$ cat src/rtl/ifetch_pair_if.sv
`default_nettype none
// ============================================================================
//  Module      : ifetch_pair_if
//  Description : Fetch-stage bundle: branch redirect, instruction memory
//                read port and decode-side pair handshake.
//                master = fetch stage, slave = surrounding pipeline/memory.
//  Revision    : 1.0  initial release
// ============================================================================
interface ifetch_pair_if #(
    parameter int PC_W = 9,
    parameter int IR_W = 16
);
    logic                  redirect_in;
    logic [PC_W-1:0]       redirect_pc_in;
    logic                  mem_rd_out;
    logic [PC_W-2:0]       mem_addr_out;
    logic [2*IR_W-1:0]     mem_rdata_in;
    logic                  dec_ready_in;
    logic                  pair_valid_out;
    logic [IR_W-1:0]       p0_IR_out;
    logic [IR_W-1:0]       p1_IR_out;
    logic [PC_W-1:0]       pc_out;
    logic                  ir0_invalid_out;
    logic                  fetch_next_out;

    modport master (
        input  redirect_in, redirect_pc_in, mem_rdata_in, dec_ready_in,
        output mem_rd_out, mem_addr_out, pair_valid_out, p0_IR_out,
               p1_IR_out, pc_out, ir0_invalid_out, fetch_next_out
    );

    modport slave (
        output redirect_in, redirect_pc_in, mem_rdata_in, dec_ready_in,
        input  mem_rd_out, mem_addr_out, pair_valid_out, p0_IR_out,
               p1_IR_out, pc_out, ir0_invalid_out, fetch_next_out
    );
endinterface
`default_nettype wire

$ cat src/rtl/ifetch_pair.sv
`default_nettype none
// ============================================================================
//  Module      : ifetch_pair
//  Description : Dual-issue instruction fetch. Owns the fetch PC, reads one
//                {p1,p0} pair per cycle from synchronous instruction memory,
//                buffers pairs in a 2-entry queue and presents them with a
//                valid/ready handshake. A redirect flushes the queue and any
//                in-flight read and restarts fetch at the (possibly odd)
//                target; an odd target marks p0 of the first pair invalid.
//                Optional macro IFETCH_PERF_EN adds saturating stall/flush
//                performance counters.
//  Revision    : 1.0  initial release
// ============================================================================
module ifetch_pair #(
    parameter int PC_W   = 9,
    parameter int IR_W   = 16,
    parameter int QDEPTH = 2
) (
    input  logic             clk,
    input  logic             rst,
    ifetch_pair_if.master    bus
`ifdef IFETCH_PERF_EN
    ,
    output logic [15:0]      perf_stall_out,
    output logic [15:0]      perf_flush_out
`endif
);

    localparam int c_cnt_w  = $clog2(QDEPTH + 1);
    localparam int c_idx_w  = (QDEPTH > 1) ? $clog2(QDEPTH) : 1;
    localparam int c_pair_w = 2 * IR_W;
    localparam logic [c_cnt_w:0] c_depth = (c_cnt_w + 1)'(QDEPTH);

    // fetch PC and skip flag for the next pair to be requested
    logic [PC_W-1:0]     r_fetch_pc;
    logic                r_skip;
    // tag of the read whose data arrives this cycle
    logic                r_inflight;
    logic [PC_W-1:0]     r_inflight_pc;
    logic                r_inflight_skip;
    // pair queue, entry 0 is the head
    logic [c_pair_w-1:0] r_q_ir   [QDEPTH];
    logic [PC_W-1:0]     r_q_pc   [QDEPTH];
    logic [QDEPTH-1:0]   r_q_skip;
    logic [c_cnt_w-1:0]  r_count;

    logic [c_pair_w-1:0] w_q_ir_nxt   [QDEPTH];
    logic [PC_W-1:0]     w_q_pc_nxt   [QDEPTH];
    logic [QDEPTH-1:0]   w_q_skip_nxt;
    logic [c_cnt_w-1:0]  w_count_nxt;
    logic [c_idx_w-1:0]  w_tail;

    logic                w_valid;
    logic                w_pop;
    logic                w_push;
    logic [c_cnt_w:0]    w_level;
    logic                w_issue;

    assign w_valid = (r_count != '0);
    // a redirect cancels the consume and the returning data
    assign w_pop   = w_valid & bus.dec_ready_in & ~bus.redirect_in;
    assign w_push  = r_inflight & ~bus.redirect_in;
    // slots committed for next cycle: the head being popped now frees its
    // slot, which is what sustains one pair per cycle with ready held high
    assign w_level = {1'b0, r_count} + (c_cnt_w + 1)'(r_inflight)
                   - (c_cnt_w + 1)'(w_pop);
    assign w_issue = ~rst & ~bus.redirect_in & (w_level < c_depth);

    assign bus.mem_rd_out      = w_issue;
    assign bus.mem_addr_out    = r_fetch_pc[PC_W-1:1];
    assign bus.pair_valid_out  = w_valid;
    assign bus.p0_IR_out       = w_valid ? r_q_ir[0][IR_W-1:0]        : '0;
    assign bus.p1_IR_out       = w_valid ? r_q_ir[0][c_pair_w-1:IR_W] : '0;
    assign bus.pc_out          = w_valid ? r_q_pc[0]                  : '0;
    assign bus.ir0_invalid_out = w_valid & r_q_skip[0];
    assign bus.fetch_next_out  = w_pop;

    // next queue contents: shift on pop, then append returning data at tail
    always_comb begin
        w_q_ir_nxt   = r_q_ir;
        w_q_pc_nxt   = r_q_pc;
        w_q_skip_nxt = r_q_skip;
        w_count_nxt  = r_count;
        w_tail       = c_idx_w'(r_count - c_cnt_w'(w_pop));
        if (bus.redirect_in) begin
            w_count_nxt = '0;
        end else begin
            if (w_pop) begin
                for (int i = 0; i < QDEPTH - 1; i++) begin
                    w_q_ir_nxt[i]   = r_q_ir[i+1];
                    w_q_pc_nxt[i]   = r_q_pc[i+1];
                    w_q_skip_nxt[i] = r_q_skip[i+1];
                end
            end
            if (w_push) begin
                w_q_ir_nxt[w_tail]   = bus.mem_rdata_in;
                w_q_pc_nxt[w_tail]   = r_inflight_pc;
                w_q_skip_nxt[w_tail] = r_inflight_skip;
            end
            w_count_nxt = r_count - c_cnt_w'(w_pop) + c_cnt_w'(w_push);
        end
    end

    // fetch PC, in-flight tag and queue registers
    always_ff @(posedge clk) begin
        if (rst) begin
            r_fetch_pc      <= '0;
            r_skip          <= 1'b0;
            r_inflight      <= 1'b0;
            r_inflight_pc   <= '0;
            r_inflight_skip <= 1'b0;
            r_count         <= '0;
            r_q_skip        <= '0;
            for (int i = 0; i < QDEPTH; i++) begin
                r_q_ir[i] <= '0;
                r_q_pc[i] <= '0;
            end
        end else begin
            r_q_ir   <= w_q_ir_nxt;
            r_q_pc   <= w_q_pc_nxt;
            r_q_skip <= w_q_skip_nxt;
            r_count  <= w_count_nxt;
            if (bus.redirect_in) begin
                r_fetch_pc <= {bus.redirect_pc_in[PC_W-1:1], 1'b0};
                r_skip     <= bus.redirect_pc_in[0];
                r_inflight <= 1'b0;
            end else begin
                r_inflight <= w_issue;
                if (w_issue) begin
                    r_inflight_pc   <= r_fetch_pc;
                    r_inflight_skip <= r_skip;
                    r_fetch_pc      <= r_fetch_pc + PC_W'(2);
                    r_skip          <= 1'b0;
                end
            end
        end
    end

`ifdef IFETCH_PERF_EN
    logic [15:0] r_perf_stall;
    logic [15:0] r_perf_flush;
    logic [16:0] w_flush_sum;

    // pairs discarded by a redirect: queued entries plus the stale read
    assign w_flush_sum = {1'b0, r_perf_flush} + 17'(r_count) + 17'(r_inflight);

    // saturating stall and flush counters
    always_ff @(posedge clk) begin
        if (rst) begin
            r_perf_stall <= '0;
            r_perf_flush <= '0;
        end else begin
            if (w_valid && !bus.dec_ready_in && (r_perf_stall != 16'hFFFF))
                r_perf_stall <= r_perf_stall + 16'd1;
            if (bus.redirect_in)
                r_perf_flush <= w_flush_sum[16] ? 16'hFFFF : w_flush_sum[15:0];
        end
    end

    assign perf_stall_out = r_perf_stall;
    assign perf_flush_out = r_perf_flush;
`endif

endmodule
`default_nettype wire
$ cat src/flat_wrapper.sv
// flat-port wrapper written by rule: the top's interface ports become plain ports
module ifetch_pair_flat 
#(
    parameter int PC_W   = 9,
    parameter int IR_W   = 16,
    parameter int QDEPTH = 2
)
  (clk, rst, bus_redirect_in, bus_redirect_pc_in, bus_mem_rdata_in, bus_dec_ready_in, bus_mem_rd_out, bus_mem_addr_out, bus_pair_valid_out, bus_p0_IR_out, bus_p1_IR_out, bus_pc_out, bus_ir0_invalid_out, bus_fetch_next_out);
  ifetch_pair_if #(.PC_W(PC_W), .IR_W(IR_W)) bus_i ();
  input  logic clk;
  input  logic rst;
  input wire logic [$bits(bus_i.redirect_in)-1:0] bus_redirect_in;
  input wire logic [$bits(bus_i.redirect_pc_in)-1:0] bus_redirect_pc_in;
  input wire logic [$bits(bus_i.mem_rdata_in)-1:0] bus_mem_rdata_in;
  input wire logic [$bits(bus_i.dec_ready_in)-1:0] bus_dec_ready_in;
  output wire logic [$bits(bus_i.mem_rd_out)-1:0] bus_mem_rd_out;
  output wire logic [$bits(bus_i.mem_addr_out)-1:0] bus_mem_addr_out;
  output wire logic [$bits(bus_i.pair_valid_out)-1:0] bus_pair_valid_out;
  output wire logic [$bits(bus_i.p0_IR_out)-1:0] bus_p0_IR_out;
  output wire logic [$bits(bus_i.p1_IR_out)-1:0] bus_p1_IR_out;
  output wire logic [$bits(bus_i.pc_out)-1:0] bus_pc_out;
  output wire logic [$bits(bus_i.ir0_invalid_out)-1:0] bus_ir0_invalid_out;
  output wire logic [$bits(bus_i.fetch_next_out)-1:0] bus_fetch_next_out;
  assign bus_i.redirect_in = bus_redirect_in;
  assign bus_i.redirect_pc_in = bus_redirect_pc_in;
  assign bus_i.mem_rdata_in = bus_mem_rdata_in;
  assign bus_i.dec_ready_in = bus_dec_ready_in;
  assign bus_mem_rd_out = bus_i.mem_rd_out;
  assign bus_mem_addr_out = bus_i.mem_addr_out;
  assign bus_pair_valid_out = bus_i.pair_valid_out;
  assign bus_p0_IR_out = bus_i.p0_IR_out;
  assign bus_p1_IR_out = bus_i.p1_IR_out;
  assign bus_pc_out = bus_i.pc_out;
  assign bus_ir0_invalid_out = bus_i.ir0_invalid_out;
  assign bus_fetch_next_out = bus_i.fetch_next_out;
  ifetch_pair #(.PC_W(PC_W), .IR_W(IR_W), .QDEPTH(QDEPTH)) u_core (.clk(clk), .rst(rst), .bus(bus_i));
endmodule
$ cat config.mk
export PLATFORM = sky130hd
export DESIGN_NAME = ifetch_pair_flat
export DESIGN_NICKNAME = d
export VERILOG_FILES = /design/src/rtl/ifetch_pair_if.sv /design/src/rtl/ifetch_pair.sv /design/src/flat_wrapper.sv
export SDC_FILE = /design/constraint.sdc
export NUM_CORES = 1
export LEC_CHECK = 0
export CAP_MARGIN = 20
export CORE_ASPECT_RATIO = 0.6
export CORE_MARGIN = 1.5
export CORE_UTILIZATION = 35
export DETAILED_ROUTE_END_ITERATION = 8
export PLACE_DENSITY = 0.68
export SLEW_MARGIN = 20
export SYNTH_ARGS = -nofsm -noshare
export SYNTH_HDL_FRONTEND = slang
export SYNTH_SLANG_ARGS = --single-unit
$ cat constraint.sdc
create_clock -name clk -period 5.6 [get_ports clk]
set_input_delay 1.12 -clock clk [delete_from_list [all_inputs] [get_ports clk]]
set_output_delay 1.12 -clock clk [all_outputs]
set_load 0.005 [all_outputs]
### Yosys cells after proc, flatten, opt, wreduce, memory -nomap -nowiden

Index checks and enable logic that the tools add are counted.

* word-level logic and storage cells: 64
* output and inout port bits: 53
* input port bits: 45
* register bits after elaboration: 107

* multiplexer cells: 25
* reduce and logical (&&, ||, !) cells: 7
* $lt $le $gt $ge: 5
* bitwise operators: 9
* add/subtract/negate cells: 5

Operators with widths (number)
* two-way mux 32 bit: 3
* bitwise mux 64 bit: 1
* two-way mux 64 bit: 1
* two-way mux 9 bit: 6
* demux 32 bit (select 1 bit): 1
* two-way mux 16 bit: 2
* bitwise mux 18 bit: 1
* two-way mux 18 bit: 1
* adder 9 x 2 -> 9 bit (second input constant): 1
* demux 9 bit (select 1 bit): 1
* AND 1 bit: 6
* two-way mux 1 bit: 6
* AND reduction 2 bit: 2
* nonzero test 2 bit: 2
* adder 2 x 1 -> 3 bit: 1
* < comparator 3 x 2 -> 1 bit (second input constant): 1
* subtractor 3 x 1 -> 3 bit: 1
* adder 2 x 1 -> 2 bit: 1
* bitwise mux 2 bit: 1
* greater-or-equal comparator 2 bit (second input constant): 1
* logical AND 1 bit: 2
* < comparator 1 x 2 -> 1 bit (second input constant): 1
* < comparator 2 x 1 -> 1 bit (second input constant): 1
* inverter 1 bit: 2
* other kinds (5): 5

### Depth between registers and ports, before layout

* depth after elaboration: 11
* mapped depth: 11
* gate-level depth less buffers: 9

### Worst setup path after synthesis

OpenSTA, ideal clock, no wires.

* path type: input to output
* start: in bus_redirect_in
* end: out bus_mem_rd_out
* arrival: 2.851 ns
* required time: 4.480 ns
* cell stages on the path: 9
* setup slack: 1.629 ns
* buffers on the path: 4
* path through: buf_2 > clkbuf_1 > nor3_1 > fa_1 > xnor2_1 > nand3_1 > buf_2 > inv_2 > buf_2

* longest elaborated chain between the ends: 5
* elaborated cells between the ends (all ways): 6
* those cells by class: 1 x add/sub; 1 x order compare; 4 x bitwise

Ends and longest elaborated chain
* from (decl): RTL line flat_wrapper.sv:12 `input wire logic [$bits(bus_i.redirect_in)-1:0] bus_redirect_in;`
* inverter 1 bit *: RTL line ifetch_pair.sv:61, ifetch_pair.sv:67
* AND 1 bit: RTL line ifetch_pair.sv:61 `assign w_pop = w_valid & bus.dec_ready_in & ~bus.redirect_in;`
* subtractor 3 x 1 -> 3 bit: RTL line ifetch_pair.sv:66 `- (c_cnt_w + 1)'(w_pop);`
* < comparator 3 x 2 -> 1 bit: RTL line ifetch_pair.sv:67 `assign w_issue = ~rst & ~bus.redirect_in & (w_level < c_depth);`
* AND 1 bit *: RTL line ifetch_pair.sv:67
* to (decl): RTL line flat_wrapper.sv:16 `output wire logic [$bits(bus_i.mem_rd_out)-1:0] bus_mem_rd_out;`

Mark *: on every way between the ends. The rest lies on a longest branch, timed or not.

### Final worst setup path

* start: in bus_dec_ready_in
* end: out bus_mem_rd_out

* longest elaborated chain between the ends: 5

Ends and longest elaborated chain
* from (decl): RTL line flat_wrapper.sv:15 `input wire logic [$bits(bus_i.dec_ready_in)-1:0] bus_dec_ready_in;`
* AND 1 bit (2 in series): RTL line ifetch_pair.sv:61
* subtractor 3 x 1 -> 3 bit: RTL line ifetch_pair.sv:66
* < comparator 3 x 2 -> 1 bit: RTL line ifetch_pair.sv:67
* AND 1 bit: RTL line ifetch_pair.sv:67

No other way between the ends.

==> results_dict.tcl <==
set metrics [dict create \
    status "finished clean" \
    global_route.overflow_total 0 \
    synth_most_common_cell "nand2_1" \
    most_used_standard_cells_in_the_synthesized_netlist "nand2_1, dfxtp_1, nor2_1" \
    layoutNonFillerInstCount 811 \
    worst_path_largest_cell_delay_ps 560 \
    core_area_sq_mm 0.01206 \
    boundaryPins 98 \
    timing.critical_path.mode_cell "clkdlybuf4s50_1" \
    timing.reg2reg.setup_slack_ps 2760 \
    cap_violations 0 \
    final_net_count 691 \
    post_synth_inst_count 566 \
    post_synth.cell_area_avg_sq_um 7.646 \
    timing.final.crit_share_pct 85.22 \
    fmax_mhz 209.6 \
    worstSetupStartpointType "primary input" \
    groute.layer.met1.usage_pct 24.88 \
    antenna_left 0 \
    regToRegEndpoint "u_core.r_fetch_pc[6]" \
    worst-endpoint-arrival_ps 3650 \
    power_density_mw_per_mm2 277.3 \
    clock_insertion_delay_worst_skew_ps 340 \
    finalSetupTns_ps 0 \
    postSynthNetCount 615 \
    hold_end "u_core.r_q_ir[34]" \
    synth_seq_cells 104 \
    synth_ff_type "dfxtp_1" \
    depth_of_the_cts_h_tree 3 \
    detail_route.vias_per_cell 5.031 \
    netlist_area_sq_mm 0.004328 \
    numClockSinks 104 \
    drt_first_pass_iters 5 \
    path_depth_of_the_worst_reg2reg_path 8 \
    postCtsHoldBufs 0 \
    cts-root-buf "clkbuf_16" \
    initial_core_util_pct 35.88 \
    hold_violations 0 \
    synthArstFlopShare_pct 0 \
    hold_path_depth 2 \
    synth_cell_types 36 \
    drive_gt1_share_pct 4.334 \
    path_cells "clkdlybuf4s50_1 > nor2b_1 > xor2_1 > nand2_1 > fa_1 > xnor2_1 > nand3_1 > inv_2 > clkdlybuf4s50_1" \
    grt_pass1_vias 3962 \
    cts_inserted_buffers 9 \
    post-route-util_pct 47.72 \
    finalMaxSlewViolations 0 \
    worst_pin_slew_ps 1033 \
    period_minus_slack_ps 4772 \
    grt_use_met2_pct 30.85 \
    drc_errors 0 \
    critical_path.max_fanout 15 \
    grt_setup_unrepaired "false" \
    die_h_um 89.14 \
    skew_ps 6.308 \
    drt-wirelength-per-cell_um 14.46 \
    synthesis.yosys.warnings 0 \
    seq_area_frac_synth_pct 48.11 \
    setup.worst_path.class "primary input to output pin" \
    leakagePower_nw 1.996 \
    multiInputGateArea_sq_mm 0.002067 \
    cts_repair_resize_count 0 \
    min_from "u_core.r_q_ir[34]" \
    worst_slack_on_hold_paths_ps 454.8 \
    seq_area_sq_mm 0.002082 \
    grt_antenna_before_repair 0 \
    die_w_um 146.6 \
    use_met3_pct 4.745 \
    nFillCells 1154 \
    peak_vdd_ir_v 0.0001269 \
    relative_max_transition_margin_pct 30.95 \
    netlist.area_leader.share_pct 48.11 \
    place_congestion 0.8152 \
    detailroute.via_count 4080 \
    wire_length_of_the_first_global_routing_pass_um 19360 \
    port_buffers 97 \
    dieArea_sq_mm 0.01306 \
    hold_path_class "register to register" \
    postCtsSetupRepairBufs 0 \
    initialDrtViolationCount 267 \
    critPathSlowestCell "clkdlybuf4s50_1" \
    cts_tree "done" \
    grt_max_degree 65 \
    area.growth.synth_to_final_pct 33.02 \
    final-setup-viol-count 0 \
    finalWirelength_um 11730 \
    clk_pin_slew_worst_paths_ps 60 \
    dpl.hpwl_um 7594 \
    cts_buffer_depth 2 \
    synth-edff-count 0 \
    antennaDiodeCount 0 \
    ys_top_cells_by_area "dfxtp_1, nand2_1, nor2b_1, a21oi_1, nor2_1" \
    worst_ep_required_time_ps 4480 \
    groute.usage.overall_pct 18.74 \
    grt_busiest_layer "met2" \
    critical_path.reg2reg.startpoint "u_core.r_count[1]" \
    std_cell_rows 31 \
    synth_area_leader_cell "dfxtp_1" \
    dpl.cell_count 795 \
    crit_path_end_kind "output pin" \
]
## placed cells by master, fill, tap and decap left out, drive strengths merged, types with 7 or more instances in the layout
cell type      Yosys  layout
nand2            125     125
inv                7       7
nor2b             46      46
dfxtp            104     104
a22oi             15      15
nor3              32      32
clkdlybuf4s50      0      96
nor2              64      64
a21oi             56      56
buf               16      10
o21ai             42      42
clkbuf            25      12
## worst max-delay path by stage
stage,from,end,depth (start not counted)
detailed placement,bus_redirect_in,bus_mem_rd_out,8
global route,bus_dec_ready_in,bus_mem_rd_out,9
floorplan,bus_redirect_in,bus_mem_rd_out,9
global placement,bus_dec_ready_in,bus_mem_rd_out,9
finish,bus_dec_ready_in,bus_mem_rd_out,9
CTS,bus_dec_ready_in,bus_mem_rd_out,9
## worst max-delay path: cells and delay by family
kind / cells / cell delay [ps]
and+or+nand+nor: 3 / 450
buffers and inverters: 3 / 1260
adders and majority gates: 1 / 380
xor gates and xnor gates: 2 / 440
## routing by layer
| layer | routed length (um) | part of all wire (%) |
|---|---|---|
| met1 | 5719 | 49 |
| met2 | 5135 | 44 |
| met3 | 742 | 6.3 |
| met4 | 132 | 1.1 |
| met5 | 0 | 0 |
## registers in the layout, indices dropped and copies added (netlist names)
name / flops
u_core.r_q_ir: 64
u_core.r_q_pc: 17
u_core.r_fetch_pc: 8
u_core.r_inflight_pc: 8
u_core.r_count: 2
u_core.r_q_skip: 2
u_core.r_inflight: 1
u_core.r_inflight_skip: 1
u_core.r_skip: 1
## area by class of cell
type	count	share of cell area, %
multi-input combinational	414	35.91
inverter	7	0.4564
timing repair buffer	106	18.30
tap	165	3.586
clock buffer	12	4.456
sequential	104	36.17
clock inverter	3	1.130
## cells by family (layout without fill, tap and decap cells)
logic type / count (synthesis) / after routing / synth area share [%]
XOR/XNOR: 4 / 4 / 0.8096
AO/OA/AOI/OAI: 125 / 125 / 16.10
AND/OR/NAND/NOR: 281 / 281 / 29.03
buffers and inverters: 48 / 128 / 4.626
adder cells (fa/ha/maj): 4 / 4 / 1.330
flip-flops: 104 / 104 / 48.11
## power breakdown
| group | switching [mW] | internal, mW | total (mW) | leakage [nW] |
|---|---|---|---|---|
| clock | 0.262 | 0.413 | 0.675 | 0.159 |
| combinational | 0.0722 | 0.0692 | 0.141 | 0.993 |
| sequential | 0.0163 | 0.764 | 0.780 | 0.844 |
| total | 0.350 | 1.25 | 1.60 | 2.00 |
## metrics by stage
step,worst slack (ps),power [mW],cell area [sq um]
after floorplan,1629,0.8638,4328
after global placement,923.2,0.9299,5399
after detailed placement,858.5,0.9357,5408
after CTS,827.8,1.606,5729
after global routing,676.4,1.657,5757
final,827.9,1.596,5757
Note: power is estimated with default switching activity, not from simulation.
